--- src/rtl/dibit_pkg.sv ---
// Shared line-symbol constants and FSM state type for the dibit link (tx and rx).
package dibit_pkg;

    localparam logic [1:0] SYM_00 = 2'b00;
    localparam logic [1:0] SYM_01 = 2'b01;
    localparam logic [1:0] SYM_10 = 2'b10;
    localparam logic [1:0] SYM_11 = 2'b11;

    localparam logic [1:0] PREAMBLE_SYM = SYM_11;
    localparam logic [1:0] IDLE_SYM     = SYM_00;

    typedef enum logic [1:0] {
        IDLE,
        PRE,
        DATA,
        PAR
    } state_t;

    // Parity line symbol: 01 when the byte carries an odd number of ones.
    function automatic logic [1:0] parity_sym(input logic [7:0] d);
        return {1'b0, ^d};
    endfunction

endpackage

--- src/rtl/dibit_sym_timer.sv ---
// Symbol hold timer: sym_end pulses on the last cycle of each DIV-cycle symbol.
// Latency: sym_end asserts DIV-1 cycles after the start edge; start reloads mid-count.
// Backpressure: none; start is taken every cycle it is asserted.
module dibit_sym_timer #(
    parameter int DIV = 4
) (
    input  logic clk,
    input  logic rst,
    input  logic start,
    output logic sym_end
);

    localparam int             CW     = $clog2(DIV + 1);
    localparam logic [CW-1:0]  RELOAD = CW'(DIV - 1);

    logic [CW-1:0] cnt;
    logic          active;

    always_ff @(posedge clk or posedge rst) begin
        if (rst) begin
            cnt    <= '0;
            active <= 1'b0;
        end else if (start) begin
            cnt    <= RELOAD;
            active <= 1'b1;
        end else if (active) begin
            if (cnt == '0)
                active <= 1'b0;
            else
                cnt <= cnt - CW'(1);
        end
    end

    assign sym_end = active && (cnt == '0);

endmodule

--- src/rtl/dibit_tx.sv ---
// Byte-to-dibit serializer: preamble 11, four MSB-first data dibits, optional parity
// (DIBIT_TX_PARITY_EN). Line shows 11 the cycle after the accept edge, each symbol held DIV cycles.
// Backpressure: in_ready only in IDLE; in_valid/in_data are ignored while a frame is in flight.
module dibit_tx
    import dibit_pkg::*;
#(
    parameter int DIV = 4
) (
    input  logic       clk,
    input  logic       rst,
    input  logic       in_valid,
    input  logic [7:0] in_data,
    output logic       in_ready,
    output logic       x,
    output logic       z,
    output logic       busy,
    output logic       done
);

    state_t     state;
    logic [7:0] shreg;
    logic [1:0] dib_cnt;
    logic [1:0] line;
    logic       sym_end;
    logic       last_sym;
    logic       frame_end;
    logic       tmr_start;
`ifdef DIBIT_TX_PARITY_EN
    logic [1:0] par_sym;
`endif

    always_comb begin
        last_sym = 1'b0;
`ifdef DIBIT_TX_PARITY_EN
        last_sym = (state == PAR);
`else
        last_sym = (state == DATA) && (dib_cnt == 2'd3);
`endif
        frame_end = sym_end && last_sym;
        // Reload on accept and on every symbol boundary that is not the end of the frame.
        tmr_start = ((state == IDLE) && in_valid) ||
                    ((state != IDLE) && sym_end && !last_sym);
    end

    dibit_sym_timer #(.DIV(DIV)) u_timer (
        .clk     (clk),
        .rst     (rst),
        .start   (tmr_start),
        .sym_end (sym_end)
    );

    always_ff @(posedge clk or posedge rst) begin
        if (rst) begin
            state    <= IDLE;
            shreg    <= '0;
            dib_cnt  <= '0;
            line     <= IDLE_SYM;
            in_ready <= 1'b1;
            busy     <= 1'b0;
            done     <= 1'b0;
`ifdef DIBIT_TX_PARITY_EN
            par_sym  <= SYM_00;
`endif
        end else begin
            done <= 1'b0;
            if (frame_end) begin
                state    <= IDLE;
                line     <= IDLE_SYM;
                dib_cnt  <= '0;
                in_ready <= 1'b1;
                busy     <= 1'b0;
                done     <= 1'b1;
            end else begin
                case (state)
                    IDLE: begin
                        if (in_valid) begin
                            shreg    <= in_data;
                            state    <= PRE;
                            line     <= PREAMBLE_SYM;
                            in_ready <= 1'b0;
                            busy     <= 1'b1;
`ifdef DIBIT_TX_PARITY_EN
                            par_sym  <= parity_sym(in_data);
`endif
                        end
                    end
                    PRE: begin
                        if (sym_end) begin
                            line    <= shreg[7:6];
                            shreg   <= {shreg[5:0], 2'b00};
                            dib_cnt <= '0;
                            state   <= DATA;
                        end
                    end
                    DATA: begin
                        if (sym_end) begin
                            dib_cnt <= dib_cnt + 2'd1;
`ifdef DIBIT_TX_PARITY_EN
                            if (dib_cnt == 2'd3) begin
                                state <= PAR;
                                line  <= par_sym;
                            end else begin
                                line  <= shreg[7:6];
                                shreg <= {shreg[5:0], 2'b00};
                            end
`else
                            line  <= shreg[7:6];
                            shreg <= {shreg[5:0], 2'b00};
`endif
                        end
                    end
                    default: state <= IDLE;
                endcase
            end
        end
    end

    assign x = line[1];
    assign z = line[0];

endmodule

--- config.mk ---
export PLATFORM = sky130hd
export DESIGN_NAME = dibit_tx
export DESIGN_NICKNAME = d
export VERILOG_FILES = /design/src/rtl/dibit_pkg.sv /design/src/rtl/dibit_sym_timer.sv /design/src/rtl/dibit_tx.sv
export SDC_FILE = /design/constraint.sdc
export NUM_CORES = 1
export LEC_CHECK = 0
export ABC_AREA = 1
export CAP_MARGIN = 40
export CORE_MARGIN = 2
export CORE_UTILIZATION = 40
export CTS_CLUSTER_SIZE = 20
export DETAILED_ROUTE_END_ITERATION = 16
export DONT_BUFFER_PORTS = 1
export PLACE_DENSITY = 0.67
export SETUP_SLACK_MARGIN = 0.3
export SYNTH_ARGS = -nofsm -noshare
export SYNTH_HDL_FRONTEND = slang
export SYNTH_SLANG_ARGS = --single-unit
--- constraint.sdc ---
create_clock -name clk -period 1.25 [get_ports clk]
set_input_delay 0.25 -clock clk [delete_from_list [all_inputs] [get_ports clk]]
set_output_delay 0.25 -clock clk [all_outputs]
set_load 0.01 [all_outputs]
### Yosys cells after proc, flatten, opt, wreduce, memory -nomap -nowiden

Cells that the tools add are included.

| word-level totals | value |
|---|---|
| register bits | 21 |
| bits of input ports | 11 |
| output and inout bits | 5 |
| word-level logic and storage cells | 75 |

| operators by class | value |
|---|---|
| $add $sub $neg | 2 |
| equal/unequal tests | 11 |
| mux-type cells | 28 |
| bitwise logic cells | 1 |
| reductions and logical operators | 24 |

Operator list:

| kind | count |
|---|---|
| $mux W2 | 9 |
| $mux W8 | 2 |
| $pmux W8 S2 | 1 |
| $mux W1 | 10 |
| $reduce_bool A2 Y1 | 5 |
| $mux W3 | 3 |
| $ne A3 B3 Y1 const B | 3 |
| $reduce_and A3 Y1 | 3 |
| $pmux W2 S2 | 2 |
| $logic_and A1 B1 Y1 | 6 |
| $ne A2 B2 Y1 const B | 3 |
| $pmux W2 S3 | 1 |
| $reduce_bool A3 Y1 | 2 |
| $eq A2 B2 Y1 const B | 2 |
| $reduce_and A2 Y1 | 2 |
| $reduce_and A4 Y1 | 1 |
| $logic_not A3 Y1 | 1 |
| $ne A3 B1 Y1 const B | 1 |
| $sub A3 B1 Y3 const B | 1 |
| $add A2 B1 Y2 const B | 1 |
| $eq A2 B1 Y1 const B | 1 |
| $logic_not A2 Y1 | 1 |
| $ne A2 B1 Y1 const B | 1 |
| $reduce_or A2 Y1 | 1 |
| 3 further kinds | 3 |

### Logic depth before layout (Yosys ltp)

| logic depth | value |
|---|---|
| word-level depth | 7 |
| gate-level depth with buffers | 9 |
| depth with buffers taken out | 9 |

### By module

From an unflattened synthesis, not the netlist that was laid out.

| second synthesis, totals | value |
|---|---|
| cell total of the unflattened synthesis | 155 |
| area total of the unflattened synthesis | 1,204.9 um^2 |

By module, submodules not included:

| module | instances | cells an instance | area an instance (um^2) | sequential area each (um^2) |
|---|---|---|---|---|
| dibit_tx | 1 | 125 | 977.2 | 426.7 |
| dibit_sym_timer | 1 | 30 | 227.7 | 100.1 |

### Worst setup path before layout

Ideal clock, no wire load.

| timing path | value |
|---|---|
| kind | flip-flop to flip-flop |
| start point | register state[0] |
| end point | register shreg[0] |
| setup time | 117 ps |
| data arrival time | 1,278 ps |
| data required time | 1,133 ps |
| setup slack | -145 ps |
| stages on the path, launching flop included | 8 |
| path buffers | 1 |
| period minus slack after synthesis | 1,395 ps |
| cell sequence | dfrtp_1 -> inv_1 -> ha_1 -> buf_2 -> nand2_4 -> nand3_2 -> nand2_1 -> nand2_1 |

| on the way | value |
|---|---|
| word-level cells in the longest chain between the ends | 5 |
| elaborated cells between the ends (all ways) | 12 |
| those cells by class | 4 x eq/ne; 1 x mux; 1 x bitwise; 6 x reduce/logical |

Ends and longest elaborated chain:

| what | line | text |
|---|---|---|
| from (decl) | dibit_tx.sv:20 | `state_t state;` |
| from (signal assigned) | dibit_tx.sv:54 | `state <= IDLE;` |
| from (signal assigned) | dibit_tx.sv:67 | `state <= IDLE;` |
| from (signal assigned) | dibit_tx.sv:78 | `state <= PRE;` |
| parallel branches: the longest is 5 deep, another holds $reduce_and A4 Y1 | n/a |  |
| to (signal assigned) | dibit_tx.sv:77 | `shreg <= in_data;` |
| to (signal assigned) | dibit_tx.sv:90 | `shreg <= {shreg[5:0], 2'b00};` |
| to (signal assigned) | dibit_tx.sv:108 | `shreg <= {shreg[5:0], 2'b00};` |
| to (decl) | dibit_tx.sv:21 | `logic [7:0] shreg;` |

Several ways; the timed one is not identified.
A chain may end at the register's enable or synchronous reset.

### Final worst setup path

| timing path | value |
|---|---|
| start point | register state[1] |
| end point | register shreg[1] |

Same word-level chain as after synthesis.

==> metrics.txt <==
maximum buffer depth of the clock tree=2; Core Footprint=between 2000 and 3000 µm²; Via-to-Cell Ratio=between 5 and 6; Slew Limit Fails=0; post-synthesis cell count=149; Port-buffer cells=0; final hold vios=0; worst-skew pair later-pin latency=0.30 ns; largest net degree at the start of global routing=22; clock-pin slew on the worst setup and hold paths=roughly 0.11 ns; global-route wire length before repair=between 4 and 5 mm; H-tree depth=1; final setup margin=-0.149 ns; Post-route DRC=0; total CTS buffers=3; number of fill cells=between 200 and 250; CP endpoint kind=register; Worst EP arrival=around 1.6 ns; Sink Count=21; commonest non-fill, non-tap cell in the layout=nand2_1; register area share after synthesis=0.443; RSZ-0062 raised after global routing=true; Setup CP Type=reg2reg; number of flops mapped to enable cells by yosys=0; detailed placer's ending HPWL=between 1.5 and 2 mm; Req. time, crit path=approximately 1.5 ns; Post-Route WL=between 2 and 3 mm; Via Count=around 1100; Overall Power=roughly 4.5 mW; Multi-input gate area=756 µm²; Crit Path Max Fanout=8; Final Util=0.597; FF+latch count, synth=21; layout cells sized above 1=0.413; slew margin rel.=0.801; DRT Pass-1 Iters=4; Worst-Margin Slew=0.299 ns; ANT nets after route=0; synthesized area=approximately 1200 µm²; Yosys top cell by area=dfrtp_1; Period minus WS final=1.40 ns; I/O pin cnt=16; design area=1660 µm²; VDD IR max=0.00200 V; CTS tree=yes; Nets=199; leakage=around 0.84 nW; Root Driver=clkbuf_4; failing checks=setup timing; synth top area cells=dfrtp_1 (42%), nand2_1 (19%), ha_1 (8.4%); Die Width=between 50 and 60 µm; Post-Place Cells=around 200; vias in the first global route=around 1100; Startpoint Class=register; GP Congestion=between 0.8 and 0.9; Synth Area per Inst=~8.0 µm²; share of the synthesized area in the top cell type=0.421; Total GRT Usage=0.174; max-cap violations=0; HP Class=in2reg; initial DRC count=26; most frequent cells in the layout=nand2_1 (55), dfrtp_1 (20), buf_4 (20); hold_ws=~0.084 ns; PwrDens=roughly 2700 nW/µm²; Initial Utilization=0.428; Synth cell types=21; crit share post-route=1.12; non-filler cells, final=210; Die H=about 60 µm; ant diodes=0; grt ovf=0; # setup viols final=20; asr flop ratio synth=1.00; Post-DP Area=~1400 µm²; Synth Flop Type=dfrtp_1; # rows=19; Synthesis Warnings=0; Layout area overhead=39.5%; status=finished, violations left; Worst Skew=0.00258 ns; initial antenna violation count=0; Wirelength per Cell=between 10 and 15 µm; DIE AREA=between 3000 and 4000 µm²; Reg area=roughly 530 µm²; fmax=around 710 MHz; syn nets=168
[metrics by stage]
stage	worst slack [ns]	TNS [ns]
after CTS	-0.140	-1.65
final	-0.149	-1.88
after global routing	-0.249	-3.38
after global placement	-0.107	-1.26
after floorplan	-0.0556	-0.693
after detailed placement	-0.136	-1.75
[synthesized netlist by cell type, types with 2 or more instances]
master / n
inv_1: 11
nor2_2: 3
ha_1: 8
nand2_1: 61
nand4_1: 8
inv_2: 3
nand3_1: 7
dfrtp_1: 20
nor2_4: 2
a21oi_2: 2
nand3_2: 2
nor2_1: 11
o21ai_1: 3
[per-layer routing]
| layer | part of all wire | vias up | wire length, µm | track usage |
|---|---|---|---|---|
| met5 | 0 | - | 0 | 0 |
| met4 | 0.010 | 0 | 27 | 0.0664 |
| met3 | 0.029 | 4 | 76 | 0.0286 |
| met2 | 0.52 | 16 | 1390 | 0.311 |
| met1 | 0.44 | 507 | 1160 | 0.206 |
| li1 | - | 540 | - | - |
[worst max-delay path, stage by stage, from the launching register on]
cell     delay [ns]
dfrtp_1        0.44
inv_2          0.07
ha_4           0.32
nor2_4         0.05
nor2_4         0.14
nand3_4        0.13
nand2_1        0.09
nand2_1        0.06
[logic make-up (layout without fill, tap and decap cells)]
kind of cell    Yosys count  in the layout  share of synthesized area
flops                    21             21                      0.443
buf+inv                  16             46                     0.0547
simple gates             97             97                      0.380
fa+ha+maj                 8              8                     0.0841
compound gates            7              7                     0.0389
[report_power, final]
part / internal, mW / switching [mW]
combinational: 1.36 / 1.62
sequential: 0.949 / 0.219
clock: 0.119 / 0.199
total: 2.43 / 2.04
[timing repair]
item,4_1_cts,5_1_grt
gates resized for setup,27,5
hold endpoints to repair,20,0
pin swaps,13,4
hold buffers,1,0
setup buffers,6,1
setup endpoints to repair,26,26
[cell type report]
cell class                      instances  share of cell area
Clock buffer                            3              0.0136
Inverter                               14              0.0332
Clock inverter                          1             0.00301
Timing Repair Buffer                   28               0.154
Sequential cell                        21               0.317
Multi-Input combinational cell        112               0.455
Tap cell                               31              0.0234
[flip-flops by register name, indices dropped and copies added (netlist names)]
register	flops
u_timer.active	1
in_ready	1
dib_cnt	2
state	2
busy	1
shreg	8
done	1
u_timer.cnt	3
line	2
[path summary, 6_finish.rpt]
check	slack [ns]	depth (start not counted)	from	to
setup reg to reg	-0.15	7	state[1]$_DFFE_PP0P_	shreg[1]$_DFFE_PP0P_
setup / recovery	-0.15	7	state[1]$_DFFE_PP0P_	shreg[1]$_DFFE_PP0P_
hold / removal	0.08	2	in_data[0]	shreg[0]$_DFFE_PP0P_
max in group asynchronous	0.58	3	rst	in_ready$_DFFE_PP1P_
min in group asynchronous	0.40	3	rst	shreg[1]$_DFFE_PP0P_
hold reg to reg	0.48	2	shreg[2]$_DFFE_PP0P_	shreg[2]$_DFFE_PP0P_
(Power assumes the default switching activity.)
